==> src/rtl/rotor_phase_tracker.sv <==
// ---------------------------------------------------------------------------
// rotor_phase_tracker
//
// Converts magnet-sensor transitions from a spinning display panel into an
// absolute row (angle) index. Each transition of `mag` marks one segment
// boundary. NUM_MAG segments make up one revolution, and each segment holds
// RPS = IMG_HEIGHT/NUM_MAG rows. The segment period is measured and
// IIR-averaged. Rows inside a segment are interpolated from that period. The
// row count is re-synchronised at every magnet edge, so interpolation error
// never builds up past one segment.
//
// Ports:
//   clk           in   clock
//   nReset        in   synchronous, active-low reset
//   mag           in   asynchronous magnet sensor; every transition is an event
//   offset        in   [ROW_W]  angular offset; sampled at revolution start
//   row           out  [ROW_W]  current display row
//   rowEven       out  [ROW_W]  row of the opposite panel face (row + H/2)
//   valid         out  timing locked; row is meaningful
//   index         out  one-cycle pulse when segment 0 begins
//   rowChange     out  request: a new row is on row/rowEven
//   rowChangeAck  in   consumer acknowledge
//   rowMiss       out  sticky: a new row arrived while a request was pending
//   timeoutErr    out  sticky: rotation stalled while locked
//   segPeriod     out  [CNT_W]  averaged segment period, clk cycles
//   dbg_state     out  [2]      FSM state (0 IDLE, 1 ACQ, 2 RUN)
//
// Handshake: rowChange rises on the same edge that row/rowEven take a new
// value and stays high until an edge samples rowChangeAck=1 with no new row
// at that edge. An ack while rowChange=0 is ignored. A new row on the same
// edge as an ack keeps rowChange high and is not a miss. A new row while
// rowChange is still high and unacknowledged sets rowMiss (sticky).
// ---------------------------------------------------------------------------
module rotor_phase_tracker #(
  parameter  int CLK_FREQ   = 50_000_000,
  parameter  int MIN_FPS    = 10,
  parameter  int IMG_HEIGHT = 256,
  parameter  int NUM_MAG    = 8,
  parameter  int AVG_SHIFT  = 2,
  localparam int ROW_W      = $clog2(IMG_HEIGHT),
  localparam int RPS        = IMG_HEIGHT / NUM_MAG,
  localparam int TIMEOUT    = 2 * CLK_FREQ / (MIN_FPS * NUM_MAG),
  localparam int CNT_W      = $clog2(TIMEOUT) + 1
) (
  input  logic             clk,
  input  logic             nReset,
  input  logic             mag,
  input  logic [ROW_W-1:0] offset,
  output logic [ROW_W-1:0] row,
  output logic [ROW_W-1:0] rowEven,
  output logic             valid,
  output logic             index,
  output logic             rowChange,
  input  logic             rowChangeAck,
  output logic             rowMiss,
  output logic             timeoutErr,
  output logic [CNT_W-1:0] segPeriod,
  output logic [1:0]       dbg_state
);

  // Segment index and sub-row widths, kept at least one bit wide so that
  // NUM_MAG == 1 or RPS == 1 still elaborate.
  localparam int SEG_W   = (NUM_MAG > 1) ? $clog2(NUM_MAG) : 1;
  localparam int SUB_W   = (RPS > 1) ? $clog2(RPS) : 1;
  localparam int STEP_SH = $clog2(RPS);

  typedef enum logic [1:0] {
    IDLE = 2'd0,
    ACQ  = 2'd1,
    RUN  = 2'd2
  } state_t;

  // -------------------------------------------------------------------------
  // State
  // -------------------------------------------------------------------------
  state_t           state_q, state_d;
  logic             sync1_q, sync1_d;
  logic             sync2_q, sync2_d;
  logic             prev_q, prev_d;
  logic [CNT_W-1:0] seg_cnt_q, seg_cnt_d;
  logic [SEG_W-1:0] seg_idx_q, seg_idx_d;
  logic [CNT_W-1:0] seg_period_q, seg_period_d;
  logic [CNT_W-1:0] step_cnt_q, step_cnt_d;
  logic [SUB_W-1:0] sub_row_q, sub_row_d;
  logic [ROW_W-1:0] off_q, off_d;
  logic [ROW_W-1:0] row_q, row_d;
  logic [ROW_W-1:0] row_even_q, row_even_d;
  logic             valid_q, valid_d;
  logic             index_q, index_d;
  logic             row_change_q, row_change_d;
  logic             row_miss_q, row_miss_d;
  logic             timeout_err_q, timeout_err_d;

  // -------------------------------------------------------------------------
  // Combinational helpers
  // -------------------------------------------------------------------------
  logic               mag_change;
  logic [SEG_W-1:0]   seg_nxt;
  logic [CNT_W-1:0]   measured;
  logic [CNT_W-1:0]   step;
  logic               timeout_hit;
  logic signed [CNT_W:0] avg_diff;
  logic signed [CNT_W:0] avg_adj;
  logic signed [CNT_W:0] avg_sum;
  logic [ROW_W-1:0]   angle;
  logic               new_row;

  // The third flop holds the previous synchronised sample. The event is
  // acted on at the third clock edge after the pin moved.
  assign mag_change = sync2_q ^ prev_q;

  // seg_cnt counts edges since the last event, so the number of cycles
  // between two events is that count plus the event edge itself.
  assign measured = seg_cnt_q + CNT_W'(1);

  assign seg_nxt = (seg_idx_q == SEG_W'(NUM_MAG - 1)) ? '0
                                                     : seg_idx_q + SEG_W'(1);

  assign timeout_hit = (state_q != IDLE) && (seg_cnt_q == CNT_W'(TIMEOUT));

  // Cycles per row inside a segment. Never zero, or the sub-row would race.
  always_comb begin
    step = seg_period_q >> STEP_SH;
    if (step == '0) begin
      step = CNT_W'(1);
    end
  end

  // IIR update in signed arithmetic one bit wider, so a shorter new period
  // pulls the average down (arithmetic shift floors toward -inf).
  always_comb begin
    avg_diff = $signed({1'b0, measured}) - $signed({1'b0, seg_period_q});
    avg_adj  = avg_diff >>> AVG_SHIFT;
    avg_sum  = $signed({1'b0, seg_period_q}) + avg_adj;
  end

  // -------------------------------------------------------------------------
  // Next-state logic
  // -------------------------------------------------------------------------
  always_comb begin
    state_d       = state_q;
    sync1_d       = mag;
    sync2_d       = sync1_q;
    prev_d        = sync2_q;
    seg_cnt_d     = seg_cnt_q;
    seg_idx_d     = seg_idx_q;
    seg_period_d  = seg_period_q;
    step_cnt_d    = step_cnt_q;
    sub_row_d     = sub_row_q;
    off_d         = off_q;
    valid_d       = valid_q;
    index_d       = 1'b0;
    row_change_d  = row_change_q;
    row_miss_d    = row_miss_q;
    timeout_err_d = timeout_err_q;
    angle         = '0;
    row_d         = '0;
    row_even_d    = ROW_W'(IMG_HEIGHT / 2);
    new_row       = 1'b0;

    // Segment counter and index run in every state.
    if (mag_change) begin
      seg_cnt_d = '0;
      seg_idx_d = seg_nxt;
    end else if (seg_cnt_q != CNT_W'(TIMEOUT)) begin
      seg_cnt_d = seg_cnt_q + CNT_W'(1);
    end

    // Revolution start. The offset is taken only here, so a new offset
    // never makes the image jump mid-revolution.
    if (mag_change && (seg_nxt == '0)) begin
      index_d = 1'b1;
      off_d   = offset;
    end

    // Lock FSM
    if (timeout_hit) begin
      state_d = IDLE;
      if (state_q == RUN) begin
        timeout_err_d = 1'b1;
        valid_d       = 1'b0;
      end
    end else if (mag_change) begin
      unique case (state_q)
        IDLE: begin
          state_d = ACQ;
        end
        ACQ: begin
          seg_period_d = measured;
          state_d      = RUN;
          valid_d      = 1'b1;
          off_d        = offset;
        end
        RUN: begin
          seg_period_d = CNT_W'(avg_sum);
        end
        default: begin
          state_d = IDLE;
        end
      endcase
    end

    // Row interpolation. Every magnet edge restarts the segment at sub-row 0.
    // The sub-row then advances every `step` cycles and stops at the last
    // row of the segment if the next edge is late.
    if (state_d == RUN) begin
      if (mag_change) begin
        sub_row_d  = '0;
        step_cnt_d = CNT_W'(1);
      end else if (step_cnt_q >= step) begin
        step_cnt_d = CNT_W'(1);
        if (sub_row_q != SUB_W'(RPS - 1)) begin
          sub_row_d = sub_row_q + SUB_W'(1);
        end
      end else begin
        step_cnt_d = step_cnt_q + CNT_W'(1);
      end

      angle      = (ROW_W'(seg_idx_d) << STEP_SH) + ROW_W'(sub_row_d);
      row_d      = angle + off_d;
      row_even_d = row_d + ROW_W'(IMG_HEIGHT / 2);
      new_row    = (row_d != row_q);
    end else begin
      sub_row_d  = '0;
      step_cnt_d = '0;
    end

    // Request/acknowledge towards the frame-buffer fetch
    if (new_row) begin
      row_change_d = 1'b1;
      if (row_change_q && !rowChangeAck) begin
        row_miss_d = 1'b1;
      end
    end else if (rowChangeAck && row_change_q) begin
      row_change_d = 1'b0;
    end
  end

  // -------------------------------------------------------------------------
  // Registers
  // -------------------------------------------------------------------------
  always_ff @(posedge clk) begin
    if (!nReset) begin
      // Preload the synchroniser with the live pin level so leaving reset
      // never reports a spurious transition.
      state_q       <= IDLE;
      sync1_q       <= mag;
      sync2_q       <= mag;
      prev_q        <= mag;
      seg_cnt_q     <= '0;
      seg_idx_q     <= SEG_W'(NUM_MAG - 1);
      seg_period_q  <= '0;
      step_cnt_q    <= '0;
      sub_row_q     <= '0;
      off_q         <= '0;
      row_q         <= '0;
      row_even_q    <= ROW_W'(IMG_HEIGHT / 2);
      valid_q       <= 1'b0;
      index_q       <= 1'b0;
      row_change_q  <= 1'b0;
      row_miss_q    <= 1'b0;
      timeout_err_q <= 1'b0;
    end else begin
      state_q       <= state_d;
      sync1_q       <= sync1_d;
      sync2_q       <= sync2_d;
      prev_q        <= prev_d;
      seg_cnt_q     <= seg_cnt_d;
      seg_idx_q     <= seg_idx_d;
      seg_period_q  <= seg_period_d;
      step_cnt_q    <= step_cnt_d;
      sub_row_q     <= sub_row_d;
      off_q         <= off_d;
      row_q         <= row_d;
      row_even_q    <= row_even_d;
      valid_q       <= valid_d;
      index_q       <= index_d;
      row_change_q  <= row_change_d;
      row_miss_q    <= row_miss_d;
      timeout_err_q <= timeout_err_d;
    end
  end

  // -------------------------------------------------------------------------
  // Outputs
  // -------------------------------------------------------------------------
  assign row        = row_q;
  assign rowEven    = row_even_q;
  assign valid      = valid_q;
  assign index      = index_q;
  assign rowChange  = row_change_q;
  assign rowMiss    = row_miss_q;
  assign timeoutErr = timeout_err_q;
  assign segPeriod  = seg_period_q;
  assign dbg_state  = state_q;

endmodule

==> config.mk <==
export PLATFORM = sky130hd
export DESIGN_NAME = rotor_phase_tracker
export DESIGN_NICKNAME = d
export VERILOG_FILES = /design/src/rtl/rotor_phase_tracker.sv
export SDC_FILE = /design/constraint.sdc
export NUM_CORES = 1
export LEC_CHECK = 0
export ABC_AREA = 1
export CORE_MARGIN = 3
export CORE_UTILIZATION = 35
export CTS_CLUSTER_SIZE = 25
export DETAILED_ROUTE_END_ITERATION = 16
export PLACE_DENSITY = 0.54
export SLEW_MARGIN = 5
export SYNTH_ARGS = -nofsm -noshare
export SYNTH_HDL_FRONTEND = slang
export SYNTH_SLANG_ARGS = --single-unit
==> constraint.sdc <==
create_clock -name clk -period 5.15 [get_ports clk]
set_clock_uncertainty 0.15 [all_clocks]
set_input_delay 1.2875 -clock clk [delete_from_list [all_inputs] [get_ports clk]]
set_output_delay 1.2875 -clock clk [all_outputs]
set_load 0.05 [all_outputs]
Yosys cells after proc, flatten, opt, wreduce, memory -nomap -nowiden
Index checks and enable logic that the tools add are counted.
{ "word_totals": {"register_bits": 108, "inputBits": 12, "output_inout_bits": 45, "wordCells": 88} }
{ "classes": {"n_addsub": 9, "order_cmp": 1, "n_eq_ne": 9, "muxes": 27, "bitwise": 4, "reduce_logical": 20} }
{ "ops": {"columns": ["operator", "n"], "rows": [
  ["adder 22 x 1 -> 22 bit, second input constant", 2],
  ["case mux 22 bit (2 select lines)", 1],
  ["two-way mux 8 bit", 4],
  ["subtractor 22 x 22 -> 23 bit", 1],
  ["adder 22 x 21 -> 22 bit", 1],
  ["equality test 22 x 21 -> 1 bit, second input constant", 1],
  [">= comparator 22 x 17 -> 1 bit", 1],
  ["logical NOT 22 bit", 1],
  ["!= test 22 x 21 -> 1 bit, second input constant", 1],
  ["two-way mux 5 bit", 4],
  ["two-way mux 17 bit", 1],
  ["two-way mux 1 bit", 12],
  ["nonzero test 2 bit", 5],
  ["adder 8 x 5 -> 8 bit", 1],
  ["adder 8 bit", 1],
  ["adder 8 bit, second input constant", 1],
  ["!= test 8 bit", 1],
  ["two-way mux 3 bit", 2],
  ["case mux 2 bit (3 select lines)", 1],
  ["AND reduction 2 bit", 3],
  ["AND reduction 3 bit", 2],
  ["adder 5 x 1 -> 5 bit, second input constant", 1],
  ["!= test 5 bit, second input constant", 1],
  ["equality test 2 bit, second input constant", 2],
  ["13 further kinds", 19]
]} }

Depth between registers and ports, before layout
Gate-level depths: netlist of run 1.
{ "logic_depth": {"ltp_word": 12, "depth_mapped": 31, "depth_no_buf": 31} }

Least setup slack after synthesis of run 1
No wires, ideal clock.
{ "synth_timing": {"kind": "register -> register", "startpoint": "register seg_cnt_q[0]", "endpoint": "register seg_period_q[18] (netlist: segPeriod[18])", "setup_ns": 0.070, "arrival_ns": 3.906, "required_time_ns": 4.930, "setup_slack_ns": 1.024, "path_stages_with_launch": 29, "path_buffers": 0, "period_less_slack_ns": 4.126, "cell_sequence": "dfxtp_1 ha_1 nand3_1 nor2_2 nand2_1 inv_2 nand3_4 nor2_4 nand2_2 nor2_4 xor2_1 inv_1 ha_1 nand2_1 nor2_1 a211oi_1 o21ai_1 nand3_1 nand2_1 xor2_1 ha_1 nand2_1 nor4_1 nand4_1 nand3_1 nand2_1 nand3_1 o211ai_2 a21oi_1"} }
{ "synth_between": {"elab_chain_cells": 4, "elab_cells_between_ends": 8, "cone_classes": "3 x add/sub; 1 x eq/ne; 1 x mux; 1 x bitwise; 2 x reduce/logical"} }
{ "synth_rtl": {"columns": ["element", "line_no", "text"], "rows": [
  ["start: declaration", "80", "logic [CNT_W-1:0] seg_cnt_q, seg_cnt_d;"],
  ["start signal: assignment", "268", "seg_cnt_q <= seg_cnt_d;"],
  ["adder 22 x 1 -> 22 bit", "114", "assign measured = seg_cnt_q + CNT_W'(1);"],
  ["net measured[16]", "99", "logic [CNT_W-1:0] measured;"],
  ["subtractor 22 x 22 -> 23 bit", "132", "avg_diff = $signed({1'b0, measured}) - $signed({1'b0, seg_period_q});"],
  ["adder 22 x 21 -> 22 bit", "134", "avg_sum = $signed({1'b0, seg_period_q}) + avg_adj;"],
  ["case mux 22 bit (2 select lines)", "184", "unique case (state_q)"],
  ["end signal: assignment", "270", "seg_period_q <= seg_period_d;"],
  ["end: declaration", "82", "logic [CNT_W-1:0] seg_period_q, seg_period_d;"]
]} }
The timed path passes the listed nets, and every way through them passes these cells.
A chain may end at the register's enable or synchronous reset.

Final worst setup path of run 1
{ "layout_timing": {"startpoint": "register seg_cnt_q[0]", "endpoint": "register seg_period_q[19] (netlist: segPeriod[19])"} }
The elaborated chain is that of the path after synthesis.

==> results.json, run 1 <==
{
  "outcome": "completed",
  "multi_input_area_um2": 4930,
  "first_pass_iters": 5,
  "gp_congestion": 0.911,
  "cp_slowest_cell": "ha_2",
  "r2r-end": "segPeriod[19]",
  "fmax_mhz": 213,
  "worstSetupPathType": "flop to flop",
  "crit_path_start_kind": "flop",
  "final_core_util_pct": 42.4,
  "endpoint_kind": "flop",
  "netlist_area_um2": 7690,
  "htreeDepth": 3,
  "crit_required_ns": 5.29,
  "cts_tree": "built",
  "fill_cells": 2266,
  "setup_ws_ns": 0.457,
  "ff_latch_area_um2": 2020,
  "wl_per_cell_um": 14.8,
  "cts_root_buf": "clkbuf_16",
  "cpMostUsedCell": "nand2_1",
  "hold_class": "flop to flop",
  "start_util_pct": 36.1,
  "fin_crit_sh_pct": 91.1,
  "dp_slack_ns": 0.0905,
  "synth_seq_area_share_pct": 26.3,
  "die_w_um": 154,
  "report.final.slew_viol_count": 0,
  "antenna_found_initial": 1,
  "path_max_fanout": 6,
  "diodes": 0,
  "portBuffers": 56,
  "dp_hpwl_um": 16800,
  "final_common_cell": "nand2_1",
  "first_iter_violations": 450,
  "drv_cap": 0,
  "drc_errors": 0,
  "synth-edff-count": 0,
  "min_delay_worst_endpoint": "prev_d",
  "grt_max_degree": 28,
  "clock_path_buffers": 2,
  "yosys.cell_types.count": 56,
  "grt_pass1_vias": 6664,
  "layout_common_cells": "nand2_1 (210), inv_1 (169), nor2_1 (120), dfxtp_1 (100), a21oi_1 (83)",
  "powerDensity_nw_per_um2": 413,
  "syn_avg_cell_area_um2": 6.86,
  "grt_first_pass_wirelength_um": 34700,
  "async_flop_share_pct": 0,
  "die_h_um": 154,
  "core_area_um2": 21300,
  "pin_count": 57,
  "crit_buf_inv": 3,
  "critPathArrivalTime_ns": 4.83,
  "finalHoldViolCount": 0,
  "max_stage_delay_ns": 0.40,
  "syn-instance-count": 1121,
  "slew_headroom_pct": 47.5,
  "power_mw": 3.73,
  "nets": 1273,
  "yosys_most_used_dff": "dfxtp_1",
  "setup_viol": 0,
  "r2r_slack_ns": 0.46,
  "min_path_cells": 2,
  "cts_buffers": 9,
  "routed_wl_um": 21600,
  "min_period_ns": 4.69,
  "min-delay-start": "sync1_q",
  "syn_to_final_growth_pct": 17.4,
  "clkTransAtPathRegs_ns": 0.07,
  "crit_family": "simple AND/OR/NAND/NOR gates",
  "rows": 53,
  "die-area_um2": 23800,
  "leakage_nw": 4.17,
  "r2r_cells": 27,
  "yosys_warnings": 0,
  "drive_above_1_share_pct": 9.01,
  "vias": 7152,
  "timing.rr.start": "seg_cnt_q[0]",
  "ys_ff_latch": 101,
  "numClockSinks": 101,
  "via_per_inst": 4.89,
  "gr-total-overflow": 0,
  "clkLatencyLatePin_ns": 0.36,
  "grtUsageTotal_pct": 18.0,
  "peakVddDrop_mv": 0.164,
  "worst_pin_slew_ns": 0.786,
  "antenna_left": 0
}
area by class of cell:
| class | count | area share [%] |
|---|---|---|
| inverter | 181 | 7.71 |
| clock buffer | 9 | 2.50 |
| sequential | 101 | 22.4 |
| clock inverter | 7 | 1.40 |
| tap | 275 | 3.81 |
| timing repair buffer | 72 | 7.54 |
| multi-input combinational | 818 | 54.6 |
per-stage QoR:
| step | instance area (µm²) | hold slack [ns] | setup TNS [ns] | instances |
|---|---|---|---|---|
| final | 9030 | 0.274 | 0 | 1463 |
| after global routing | 9030 | 0.310 | -0.0310 | 1463 |
| after CTS | 8890 | 0.277 | 0 | 1458 |
| after detailed placement | 8540 | 0.258 | 0 | 1442 |
| after global placement | 8540 | 0.257 | 0 | 1442 |
| after floorplan | 7700 | 0.253 | 0 | 1124 |
worst reg2reg max path, stage by stage, from the launching register on:
cell and delay, ns:
dfxtp_2 0.37, ha_1 0.20, nand3_1 0.13, nor2_2 0.12, nand2_1 0.07, inv_2 0.11
nand3_4 0.10, nor2_4 0.13, xor2_2 0.20, inv_1 0.08, ha_2 0.40, nand4_1 0.17
o221ai_2 0.27, a21oi_2 0.09, o21a_1 0.20, xnor2_1 0.13, ha_1 0.38, nand2_1 0.15
nor2_4 0.16, inv_1 0.05, nor2_1 0.14, nand4_1 0.12, nand3_2 0.14, a21o_1 0.13
a21oi_1 0.06, o21ai_0 0.13, nand2_1 0.09, a21oi_1 0.13
how the worst max path moves through the flow:
stage | from | endpoint | slack [ns] | cells after the start
final | seg_cnt_q[0] | segPeriod[19] | 0.46 | 27
after global routing | seg_cnt_q[2] | segPeriod[19] | -0.03 | 27
after CTS | seg_cnt_q[0] | segPeriod[18] | 0.05 | 28
after detailed placement | seg_cnt_q[0] | segPeriod[18] | 0.09 | 28
after global placement | seg_cnt_q[0] | segPeriod[18] | 0.17 | 28
after floorplan | seg_cnt_q[0] | segPeriod[18] | 1.02 | 28
power breakdown:
group,leakage [nW],switching (mW),internal [mW]
combinational,3.18,1.30,0.710
clock,0.174,0.339,0.484
sequential,0.822,0.0585,0.834
total,4.17,1.70,2.03
registers in the layout, summed over array words and instances (netlist names):
register,count
prev_d,1
rowMiss,1
seg_idx_q,3
row,8
step_cnt_q,22
prev_q,1
rowChange,1
timeoutErr,1
rowEven,1
dbg_state,2
sub_row_q,5
off_q,8
seg_cnt_q,22
index,1
sync1_q,1
segPeriod,22
valid,1
cells in the mapped netlist, types with 3 or more instances:
cell,instances,share of area (%)
a211oi_1,5,0.49
a21o_1,11,1.1
a21oi_1,85,5.5
a21oi_2,5,0.57
a221oi_1,6,0.68
a31oi_1,11,0.90
buf_2,4,0.26
buf_4,8,0.78
clkbuf_1,8,0.39
dfxtp_1,101,26
ha_1,76,12
inv_1,169,8.3
inv_2,9,0.44
nand2_1,211,10
nand2_2,12,0.98
nand3_1,55,3.6
nand3b_1,4,0.39
nand4_1,15,1.2
nor2_1,122,6.0
nor2_2,6,0.49
nor2_4,3,0.44
nor3_1,19,1.2
nor3b_1,5,0.49
nor4_1,8,0.65
o21a_1,7,0.68
o21ai_0,48,3.1
o21ai_1,7,0.46
o21bai_1,4,0.39
or2_2,9,0.73
xnor2_1,19,2.2
xor2_1,40,4.6
routing by layer:
layer / up-vias / track usage (%) / part of all wire, % / wire [µm]
li1: 3773 / - / - / -
met1: 3209 / 25.8 / 49 / 10600
met2: 150 / 28.2 / 44 / 9570
met3: 20 / 3.61 / 4.9 / 1050
met4: 0 / 3.62 / 1.5 / 325
met5: - / 0 / 0 / 0
what timing repair did:
| item | 4_1_cts | 5_1_grt |
|---|---|---|
| endpoints found under the setup margin | 0 | 9 |
| hold buffers | 0 | 0 |
| resized for setup | 0 | 22 |
| setup buffers | 0 | 5 |
| endpoints found under the hold margin | 0 | 0 |
logic make-up (layout without fill, tap and decap cells):
kind of cell               Yosys count  after routing  synth area share, %
AOI/OAI and AO/OA                  196            196                 14.8
other                                1              4               0.0488
adders and majority gates           78             78                 12.9
buffers and inverters              205            269                 11.0
and+or+nand+nor                    481            481                 28.3
DFF                                101            101                 26.3
xor gates and xnor gates            59             59                 6.72
Note: power is estimated with default switching activity, not from simulation.
==> inputs of run 2 (changes only) <==
--- a/config.mk
+++ b/config.mk
@@ -7,10 +7,11 @@
 export LEC_CHECK = 0
 export ABC_AREA = 1
 export CORE_MARGIN = 3
-export CORE_UTILIZATION = 35
+export CORE_UTILIZATION = 42
 export CTS_CLUSTER_SIZE = 25
 export DETAILED_ROUTE_END_ITERATION = 16
-export PLACE_DENSITY = 0.54
+export MAX_ROUTING_LAYER = met4
+export PLACE_DENSITY = 0.62
 export SLEW_MARGIN = 5
 export SYNTH_ARGS = -nofsm -noshare
 export SYNTH_HDL_FRONTEND = slang
==> constraint.sdc (replaced) <==
create_clock -name clk -period 5.9 [get_ports clk]
set_clock_uncertainty 0.15 [all_clocks]
set_input_delay 1.475 -clock clk [delete_from_list [all_inputs] [get_ports clk]]
set_output_delay 1.475 -clock clk [all_outputs]
set_load 0.05 [all_outputs]
==> results.json, run 2 (synthesis results as in run 1) <==
{
  "grt_first_pass_wirelength_um": 32900,
  "setup_tns_ns": 0,
  "grtUsageTotal_pct": 21.2,
  "layout_common_cells": "nand2_1 (211), inv_1 (169), nor2_1 (122), dfxtp_1 (101), a21oi_1 (85)",
  "first_pass_iters": 5,
  "die_h_um": 141,
  "clock_path_buffers": 2,
  "critPathArrivalTime_ns": 5.12,
  "grt_pass1_vias": 6679,
  "gp_congestion": 0.955,
  "cts_resized": 0,
  "die-area_um2": 20000,
  "drive_above_1_share_pct": 6.22,
  "leakage_nw": 4.06,
  "setup_viol": 0,
  "rsz0062_at_grt": "false",
  "via_per_inst": 5.16,
  "pin_count": 57,
  "crit_required_ns": 6.04,
  "die_w_um": 141,
  "crit_path_start_kind": "flop",
  "antenna_found_initial": 0,
  "min_period_ns": 4.98,
  "start_util_pct": 43.7,
  "cp_slowest_cell": "dfxtp_1",
  "worst_pin_slew_ns": 1.07,
  "clkTransAtPathRegs_ns": 0.07,
  "wl_per_cell_um": 14.6,
  "report.final.slew_viol_count": 0,
  "drv_cap": 0,
  "drc_errors": 0,
  "routed_wl_um": 20500,
  "nets": 1261,
  "rows": 48,
  "slew_headroom_pct": 28.6,
  "crit_buf_inv": 2,
  "fill_cells": 1804,
  "power_mw": 3.06,
  "peakVddDrop_mv": 0.179,
  "outcome": "completed",
  "dp_hpwl_um": 16000,
  "antenna_left": 0,
  "endpoint_kind": "flop",
  "htreeDepth": 3,
  "first_iter_violations": 355,
  "design_area_um2": 8710,
  "worstSetupPathType": "flop to flop",
  "powerDensity_nw_per_um2": 352,
  "gr-total-overflow": 0,
  "fin_crit_sh_pct": 84.5,
  "clkLatencyLatePin_ns": 0.36,
  "vias": 7225,
  "crit_family": "simple AND/OR/NAND/NOR gates",
  "hold_class": "flop to flop",
  "portBuffers": 56,
  "numClockSinks": 101,
  "timing.hold.ws_ns": 0.279,
  "syn_to_final_growth_pct": 13.3,
  "cts_tree": "built",
  "finalHoldViolCount": 0,
  "grt_max_degree": 28,
  "final_common_cell": "nand2_1",
  "ctsHoldBuffers": 0,
  "core_area_um2": 17600,
  "max_stage_delay_ns": 0.40,
  "fmax_mhz": 201,
  "path_max_fanout": 6,
  "diodes": 0,
  "cts_root_buf": "clkbuf_16",
  "cts_setup_buffers": 0,
  "place_area_um2": 8420,
  "cts_buffers": 9
}
run 2: metal layers:
layer | GRT usage (%) | part of all wire [%] | vias up
met4 | 8.57 | 3.5 | 0
met5 | - | 0 | -
met1 | 27.3 | 48 | 3300
met3 | 3.17 | 3.1 | 45
met2 | 33.3 | 46 | 153
li1 | - | - | 3727
run 2: final cells by class:
type                            count  area [µm²]  share of cell area [%]
Sequential cell                   101        2020                    23.2
Multi-Input combinational cell    818        4830                    55.5
Clock buffer                       11         243                    2.79
Timing Repair Buffer               60         591                    6.78
Inverter                          181         696                    7.99
Clock inverter                      3        46.3                   0.531
Tap cell                          225         282                    3.23
run 2: per-stage QoR:
stage	utilization [%]	setup slack, ns	std cells
after floorplan	-	1.77	1124
after CTS	49.5	0.963	1399
after global placement	47.9	0.950	1385
final	49.5	0.917	1399
after global routing	49.5	0.502	1399
after detailed placement	47.9	1.01	1385
run 2: report_power, final:
part	switching (mW)	leakage (nW)	total [mW]	internal (mW)
combinational	1.08	3.10	1.67	0.589
clock	0.270	0.138	0.609	0.338
sequential	0.0529	0.822	0.781	0.728
run 2: final timing paths:
check,slack [ns],startpoint,cells past startpoint,to
worst min-delay path,0.28,sync1_q,2,prev_d
worst min register to register,0.28,sync1_q,2,prev_d
worst max register to register,0.92,seg_cnt_q[0],26,segPeriod[18]
worst max-delay path,0.92,seg_cnt_q[0],26,segPeriod[18]
run 2: tightest hold or removal path: cells and delay by family, from the launching register on:
kind / cells / cell delay, ns
flip-flops: 1 / 0.31
AND/OR/NAND/NOR: 2 / 0.10
